$ cat src/rtl/tenyr_reset_seq_pkg.sv
// Shared definitions for the Tenyr reset/halt sequencer: halt bus layout
// and sequencer state encodings.
package tenyr_reset_seq_pkg;

    // Layout of the Tenyr core halt bus; the sequencer only owns HALT_SIM.
    localparam int HALTBUSWIDTH = 3;
    localparam int HALT_SIM     = 0;

    typedef enum logic [1:0] {
        S_HOLD   = 2'd0,
        S_PRE    = 2'd1,
        S_RUN    = 2'd2,
        S_HALTED = 2'd3
    } state_t;

    function automatic int max_int(input int a, input int b);
        return (a > b) ? a : b;
    endfunction

endpackage

$ cat src/rtl/tenyr_reset_seq_watchdog.sv
// Watchdog for the Tenyr reset sequencer: counts running cycles, is cleared
// by kick, and flags expiry when WD_CYCLES-1 is reached without a kick.
// Only instantiated when TENYR_RESETSEQ_WATCHDOG_EN is defined.
module reset_watchdog #(
    parameter int WD_CYCLES = 1024,
    parameter int CNT_W     = 11
) (
    input  logic clk,
    input  logic reset,
    input  logic enable,
    input  logic kick,
    output logic expire
);

    localparam logic [CNT_W-1:0] WD_LAST = CNT_W'(WD_CYCLES - 1);

    logic [CNT_W-1:0] count;

    // Expiry is decided in the same cycle the count hits its last value; a kick arriving then wins.
    always_comb begin
        expire = 1'b0;
        if (enable && !kick && (count == WD_LAST)) begin
            expire = 1'b1;
        end
    end

    // Counter only moves while the core runs, so it freezes during a debug halt.
    always_ff @(posedge clk) begin
        if (reset) begin
            count <= '0;
        end else if (enable) begin
            if (kick || expire) begin
                count <= '0;
            end else if (count != '1) begin
                count <= count + CNT_W'(1);
            end
        end
    end

endmodule

$ cat src/rtl/tenyr_reset_seq.sv
// Reset/halt sequencer for the Tenyr core. Produces cpu_reset_n and the halt
// bus from a synchronous system reset, and offers a debug halt handshake.
// Define TENYR_RESETSEQ_WATCHDOG_EN to add a kick-driven watchdog that
// re-runs the reset sequence on expiry.
module tenyr_reset_seq
    import tenyr_reset_seq_pkg::*;
#(
    parameter int HALT_CYCLES  = 40,
    parameter int RESET_CYCLES = 50,
    parameter int WD_CYCLES    = 1024
) (
    input  logic                    clk,
    input  logic                    reset,
    input  logic                    ext_halt_req,
    output logic                    ext_halt_ack,
    input  logic                    kick,
    output logic [HALTBUSWIDTH-1:0] halt,
    output logic                    cpu_reset_n,
    output logic                    running,
    output logic                    wd_timeout
);

    localparam int CNT_W = $clog2(max_int(RESET_CYCLES, WD_CYCLES)) + 1;
    localparam logic [CNT_W-1:0] HALT_LAST  = CNT_W'(HALT_CYCLES - 1);
    localparam logic [CNT_W-1:0] RESET_LAST = CNT_W'(RESET_CYCLES - 1);

    state_t                  state;
    state_t                  state_next;
    logic [CNT_W-1:0]        count;
    logic [CNT_W-1:0]        count_next;
    logic [HALTBUSWIDTH-1:0] halt_next;
    logic                    cpu_reset_n_next;
    logic                    ack_next;
    logic                    running_next;
    logic                    wd_expire;

`ifdef TENYR_RESETSEQ_WATCHDOG_EN
    reset_watchdog #(
        .WD_CYCLES (WD_CYCLES),
        .CNT_W     (CNT_W)
    ) u_watchdog (
        .clk    (clk),
        .reset  (reset),
        .enable (state == S_RUN),
        .kick   (kick),
        .expire (wd_expire)
    );
`else
    logic unused_kick;
    assign unused_kick = kick;
    assign wd_expire   = 1'b0;
`endif

    // Next state and counter; outputs are derived from the next state so they register in step with it.
    always_comb begin
        state_next       = state;
        count_next       = count;
        halt_next        = '0;
        cpu_reset_n_next = 1'b0;
        ack_next         = 1'b0;
        running_next     = 1'b0;

        case (state)
            S_HOLD: begin
                if (count != '1) begin
                    count_next = count + CNT_W'(1);
                end
                if (count == HALT_LAST) begin
                    state_next = S_PRE;
                end
            end
            S_PRE: begin
                if (count != '1) begin
                    count_next = count + CNT_W'(1);
                end
                if (count == RESET_LAST) begin
                    state_next = S_RUN;
                    count_next = '0;
                end
            end
            S_RUN: begin
                if (wd_expire) begin
                    state_next = S_HOLD;
                    count_next = '0;
                end else if (ext_halt_req) begin
                    state_next = S_HALTED;
                end
            end
            S_HALTED: begin
                if (!ext_halt_req) begin
                    state_next = S_RUN;
                end
            end
            default: begin
                state_next = S_HOLD;
                count_next = '0;
            end
        endcase

        halt_next[HALT_SIM] = (state_next == S_HOLD) || (state_next == S_HALTED);
        cpu_reset_n_next    = (state_next == S_RUN)  || (state_next == S_HALTED);
        ack_next            = (state_next == S_HALTED);
        running_next        = (state_next == S_RUN);
    end

    // State, counter and registered outputs; reset forces the held-in-reset values on the same edge.
    always_ff @(posedge clk) begin
        if (reset) begin
            state        <= S_HOLD;
            count        <= '0;
            halt         <= HALTBUSWIDTH'(1) << HALT_SIM;
            cpu_reset_n  <= 1'b0;
            ext_halt_ack <= 1'b0;
            running      <= 1'b0;
            wd_timeout   <= 1'b0;
        end else begin
            state        <= state_next;
            count        <= count_next;
            halt         <= halt_next;
            cpu_reset_n  <= cpu_reset_n_next;
            ext_halt_ack <= ack_next;
            running      <= running_next;
            wd_timeout   <= wd_expire;
        end
    end

endmodule

$ cat config.mk
export PLATFORM = sky130hd
export DESIGN_NAME = tenyr_reset_seq
export DESIGN_NICKNAME = d
export VERILOG_FILES = /design/src/rtl/tenyr_reset_seq_pkg.sv /design/src/rtl/tenyr_reset_seq_watchdog.sv /design/src/rtl/tenyr_reset_seq.sv
export SDC_FILE = /design/constraint.sdc
export NUM_CORES = 1
export LEC_CHECK = 0
export ABC_AREA = 1
export CORE_MARGIN = 2
export CORE_UTILIZATION = 58
export CTS_CLUSTER_DIAMETER = 60
export DETAILED_ROUTE_END_ITERATION = 10
export GPL_TIMING_DRIVEN = 0
export PLACE_DENSITY = 0.82
export SLEW_MARGIN = 5
export SYNTH_ARGS = -nofsm -noshare
export SYNTH_HDL_FRONTEND = slang
export SYNTH_HIERARCHICAL = 1
export SYNTH_SLANG_ARGS = --single-unit
$ cat constraint.sdc
create_clock -name clk -period 3 [get_ports clk]
set_clock_uncertainty 0.05 [all_clocks]
set_input_delay 0.3 -clock clk [delete_from_list [all_inputs] [get_ports clk]]
set_output_delay 0.3 -clock clk [all_outputs]
set_load 0.05 [all_outputs]
======== Word level (Yosys, flattened, before mapping) ========
Cells that the tools add are included.
word-level totals
  register bits ........................... 19
  input port bits ......................... 4
  output and inout port bits .............. 7
  word-level logic and storage cells ...... 29
cells by class
  $add $sub $neg .......................... 1
  eq/ne operators ......................... 8
  mux-type cells .......................... 8
  reduce and logical (&&, ||, !) cells .... 5
operators with widths
  operator                                                                 count
  11-bit by 6-bit equality test with 1-bit output (second input constant)  2
  11-bit two-way mux                                                       2
  11-bit one-hot mux with 2 select lines                                   1
  11-bit by 1-bit adder with 11-bit output (second input constant)         1
  11-bit != test (second input constant)                                   1
  2-bit equality test (second input constant)                              4
  2-bit two-way mux                                                        4
  2-bit one-hot mux with 4 select lines                                    1
  2-bit zero test                                                          2
  2-bit by 1-bit equality test with 1-bit output (second input constant)   1
  1-bit logical OR                                                         2
  2-bit nonzero test                                                       1

======== Longest topological paths before layout ========
  depth in word-level cells ............... 5
  mapped depth ............................ 12
  gate-level depth less buffers ........... 12

======== Least setup slack after synthesis ========
OpenSTA, ideal clock, no wires.
  path kind ............................... flip-flop to flip-flop
  start point ............................. register cpu_reset_n (netlist name)
  end point ............................... register halt[0]
  library setup time ...................... 0.117 ns
  arrival time ............................ 1.623 ns
  data required time ...................... 2.833 ns
  setup slack ............................. 1.210 ns
  cell stages (with the launch flop) ...... 9
  buffers on the path ..................... 1
  clock period less this slack ............ 1.790 ns
  cells stage by stage .................... dfxtp_1 > clkbuf_2 > inv_1 > nand2_2 > inv_2 > a21boi_2 > inv_1 > ha_1 > nand2_1
RTL lines
  what                  RTL line                text
  end signal, assigned  tenyr_reset_seq.sv:111  halt <= HALTBUSWIDTH'(1) << HALT_SIM;
  end signal, assigned  tenyr_reset_seq.sv:119  halt <= halt_next;
  end, declared         tenyr_reset_seq.sv:17   output logic [HALTBUSWIDTH-1:0] halt,

======== Worst setup path in the final report ========
  start point ............................. register running
  end point ............................... output port running
RTL lines
  what                    RTL line                text
  start, declared         tenyr_reset_seq.sv:19   output logic running,
  start signal, assigned  tenyr_reset_seq.sv:122  running <= running_next;
No word-level cell between the ends.

==> impl_metrics.yaml <==
global_route:
  grtUsageTotal: 0.236
  grt_pass1_vias: 805
  grt_max_degree: 11
  grt_pass1_wl_um: 3440
  overflow: 0
  antenna_found_initial: 0
worst_setup_path:
  critPathKind: "flop to primary output"
  path_cells: "clkdlybuf4s50_1"
  cp-start-kind: "flop"
  cp_data_required_time_ns: 2.65
  arrival_ns: 1.44
  slowest_delay_ns: 0.81
  path_buf_inv: 1
  crit_family: "buffers and inverters"
  crit_fanout: 1
  crit_slowest_cell: "clkdlybuf4s50_1"
  end_kind: "primary output"
cells_and_area:
  area_delta_synth_final_pct: 11.7
  instances_no_fill: 171
  num_antenna_cells: 0
  drive_gt1_frac: 0.161
  design_area_um2: 1080
  fin_nets: 164
  fin_util: 0.704
timing:
  clock.fmax_mhz: 559
  min_period_ns: 1.79
  slew_viol_final: 0
  maxSlewHeadroom: 0.655
  timing.final.crit_share: 0.596
  fin_hold_ws_ns: 0.335
  setup_violations: 0
  setup_slack_ns: 1.21
  fin_setup_tns_ns: 0
  worst_slew_pin_slew_ns: 0.517
  hold_viol: 0
  rsz0062_at_grt: "no"
synth:
  synth_common_cells: "33 x nand2_1, 20 x nor2_1, 19 x inv_1, 16 x dfxtp_1, 14 x nand3_1"
  yosysWarnings: 6
  synth_edf_count: 0
  synth.distinct_cells: 26
  yosysTopAreaCell: "dfxtp_1"
  synth_most_common_cell: "nand2_1"
  ys_ff_latch: 16
  synthFlopType: "dfxtp_1"
  seq_area_frac_synth: 0.330
  async_flop_share: 0
  synth_top_area_frac: 0.330
  synth.avg_cell_area_um2: 6.74
  synthTopCellsByArea: "dfxtp_1 33%, nand2_1 13%, nor2_1 7.7%"
  synth_area_um2: 971
  postSynthCellCount: 144
detailed_routing:
  wl_per_cell_um: 11.0
  drt-total-wl_um: 1880
  vias: 891
  drc: 0
  drtIter0Drc: 49
  drt-vias-per-instance: 5.21
  first_pass_iters: 4
  final_antenna_net_count: 0
clock_tree:
  cts_buffers: 3
  clk_latency_ns: 0.29
  clock-sinks: 16
  htree_num_levels: 1
  cts_root_buffer: "clkbuf_4"
  clk_transition_reported_paths_ns: 0.10
  cts_resized: 0
  cts_setup_buffers: 0
  cts_tree: "yes"
  cts.path.max_buffers: 2
  cts_hold_buf: 0
pwr:
  leakagePower_nw: 0.484
  ir_drop_v: 0.000280
  power.total_mw: 0.397
  power_density_nw_per_um2: 366
worst_hold_path:
  min_path_type: "input port to flop"
floorplan:
  die_x_um: 44.9
  num_io_pins: 11
  core_um2: 1540
  start_util: 0.630
  placementRows: 14
  die_h_um: 44.9
  die_area_um2: 2020
placed_design:
  dpl.hpwl_um: 1420
  port_buffers: 5
  gp_congestion: 0.947
  dpl_worst_slack_ns: 1.29
  dpl_cell_area_um2: 1050
  dp.cells: 167
run:
  drv_cap: 0
status:
  status: "completed"
[area by class of cell]
type                            count  area [um^2]
Tap cell                           16         20.0
Clock buffer                        4         36.3
Sequential cell                    16          320
Fill cell                         129          457
Buffer                              6         36.3
Multi-Input combinational cell    104          547
Inverter                           20         75.1
Timing Repair Buffer                5         50.0
[state kept, by name (all words and copies together) (netlist names)]
register / cells
ext_halt_ack: 1
cpu_reset_n: 1
halt: 1
count: 11
running: 1
state: 1
[placed cells by master (no fill, tap or decap)]
| cell | netlist | layout |
|---|---|---|
| nand2_1 | 33 | 33 |
| nor2_1 | 20 | 20 |
| inv_1 | 19 | 19 |
| dfxtp_1 | 16 | 16 |
| nand3_1 | 14 | 14 |
| nand2_2 | 5 | 5 |
| a21oi_1 | 5 | 5 |
| clkdlybuf4s50_1 | 0 | 5 |
| nor2_2 | 4 | 4 |
| ha_1 | 4 | 4 |
| o21ai_0 | 3 | 3 |
| nand4_1 | 3 | 3 |
| buf_4 | 3 | 3 |
| conb_1 | 1 | 3 |
| clkbuf_4 | 0 | 3 |
| o21bai_1 | 2 | 2 |
| clkbuf_2 | 1 | 1 |
| inv_2 | 1 | 1 |
| a21boi_2 | 1 | 1 |
| clkbuf_1 | 1 | 1 |
| nand3_2 | 1 | 1 |
| nor2_4 | 1 | 1 |
| buf_2 | 1 | 1 |
| nand3_4 | 1 | 1 |
| o21ai_2 | 1 | 1 |
| nand2_4 | 1 | 1 |
| xor2_1 | 1 | 1 |
| nand3b_1 | 1 | 1 |
| clkbuf_8 | 0 | 1 |
[cell families after synthesis]
logic type	after synthesis	synth area share
flops	16	0.330
other cells	1	0.00386
simple gates	84	0.414
buf+inv	26	0.115
compound gates	12	0.0773
xor+xnor	1	0.00902
fa+ha+maj	4	0.0515
[final timing paths]
check | startpoint | endpoint | slack (ns) | cells after the start
worst max-delay path | running$_SDFF_PP0_ | running | 1.21 | 1
worst min-delay path | reset | ext_halt_ack$_SDFF_PP0_ | 0.34 | 2
worst max register to register | count[0]$_SDFFE_PP0P_ | halt[0]$_SDFF_PP1_ | 1.27 | 10
worst min register to register | count[1]$_SDFFE_PP0P_ | count[1]$_SDFFE_PP0P_ | 0.47 | 2
[power breakdown]
| part | internal (mW) | total, mW | switching, mW | leakage (nW) |
|---|---|---|---|---|
| Combinational | 0.0102 | 0.0291 | 0.0189 | 0.334 |
| Clock | 0.0740 | 0.147 | 0.0730 | 0.0210 |
| Sequential | 0.216 | 0.220 | 0.00461 | 0.130 |
[per-layer routing]
layer | GRT usage | part of all wire | vias to the layer above
met5 | 0 | 0 | -
met1 | 0.320 | 0.47 | 393
met4 | 0.135 | 0.023 | 0
met3 | 0.0480 | 0.053 | 5
met2 | 0.348 | 0.45 | 29
li1 | - | - | 464
No activity file was read; power rests on OpenSTA's default activity.
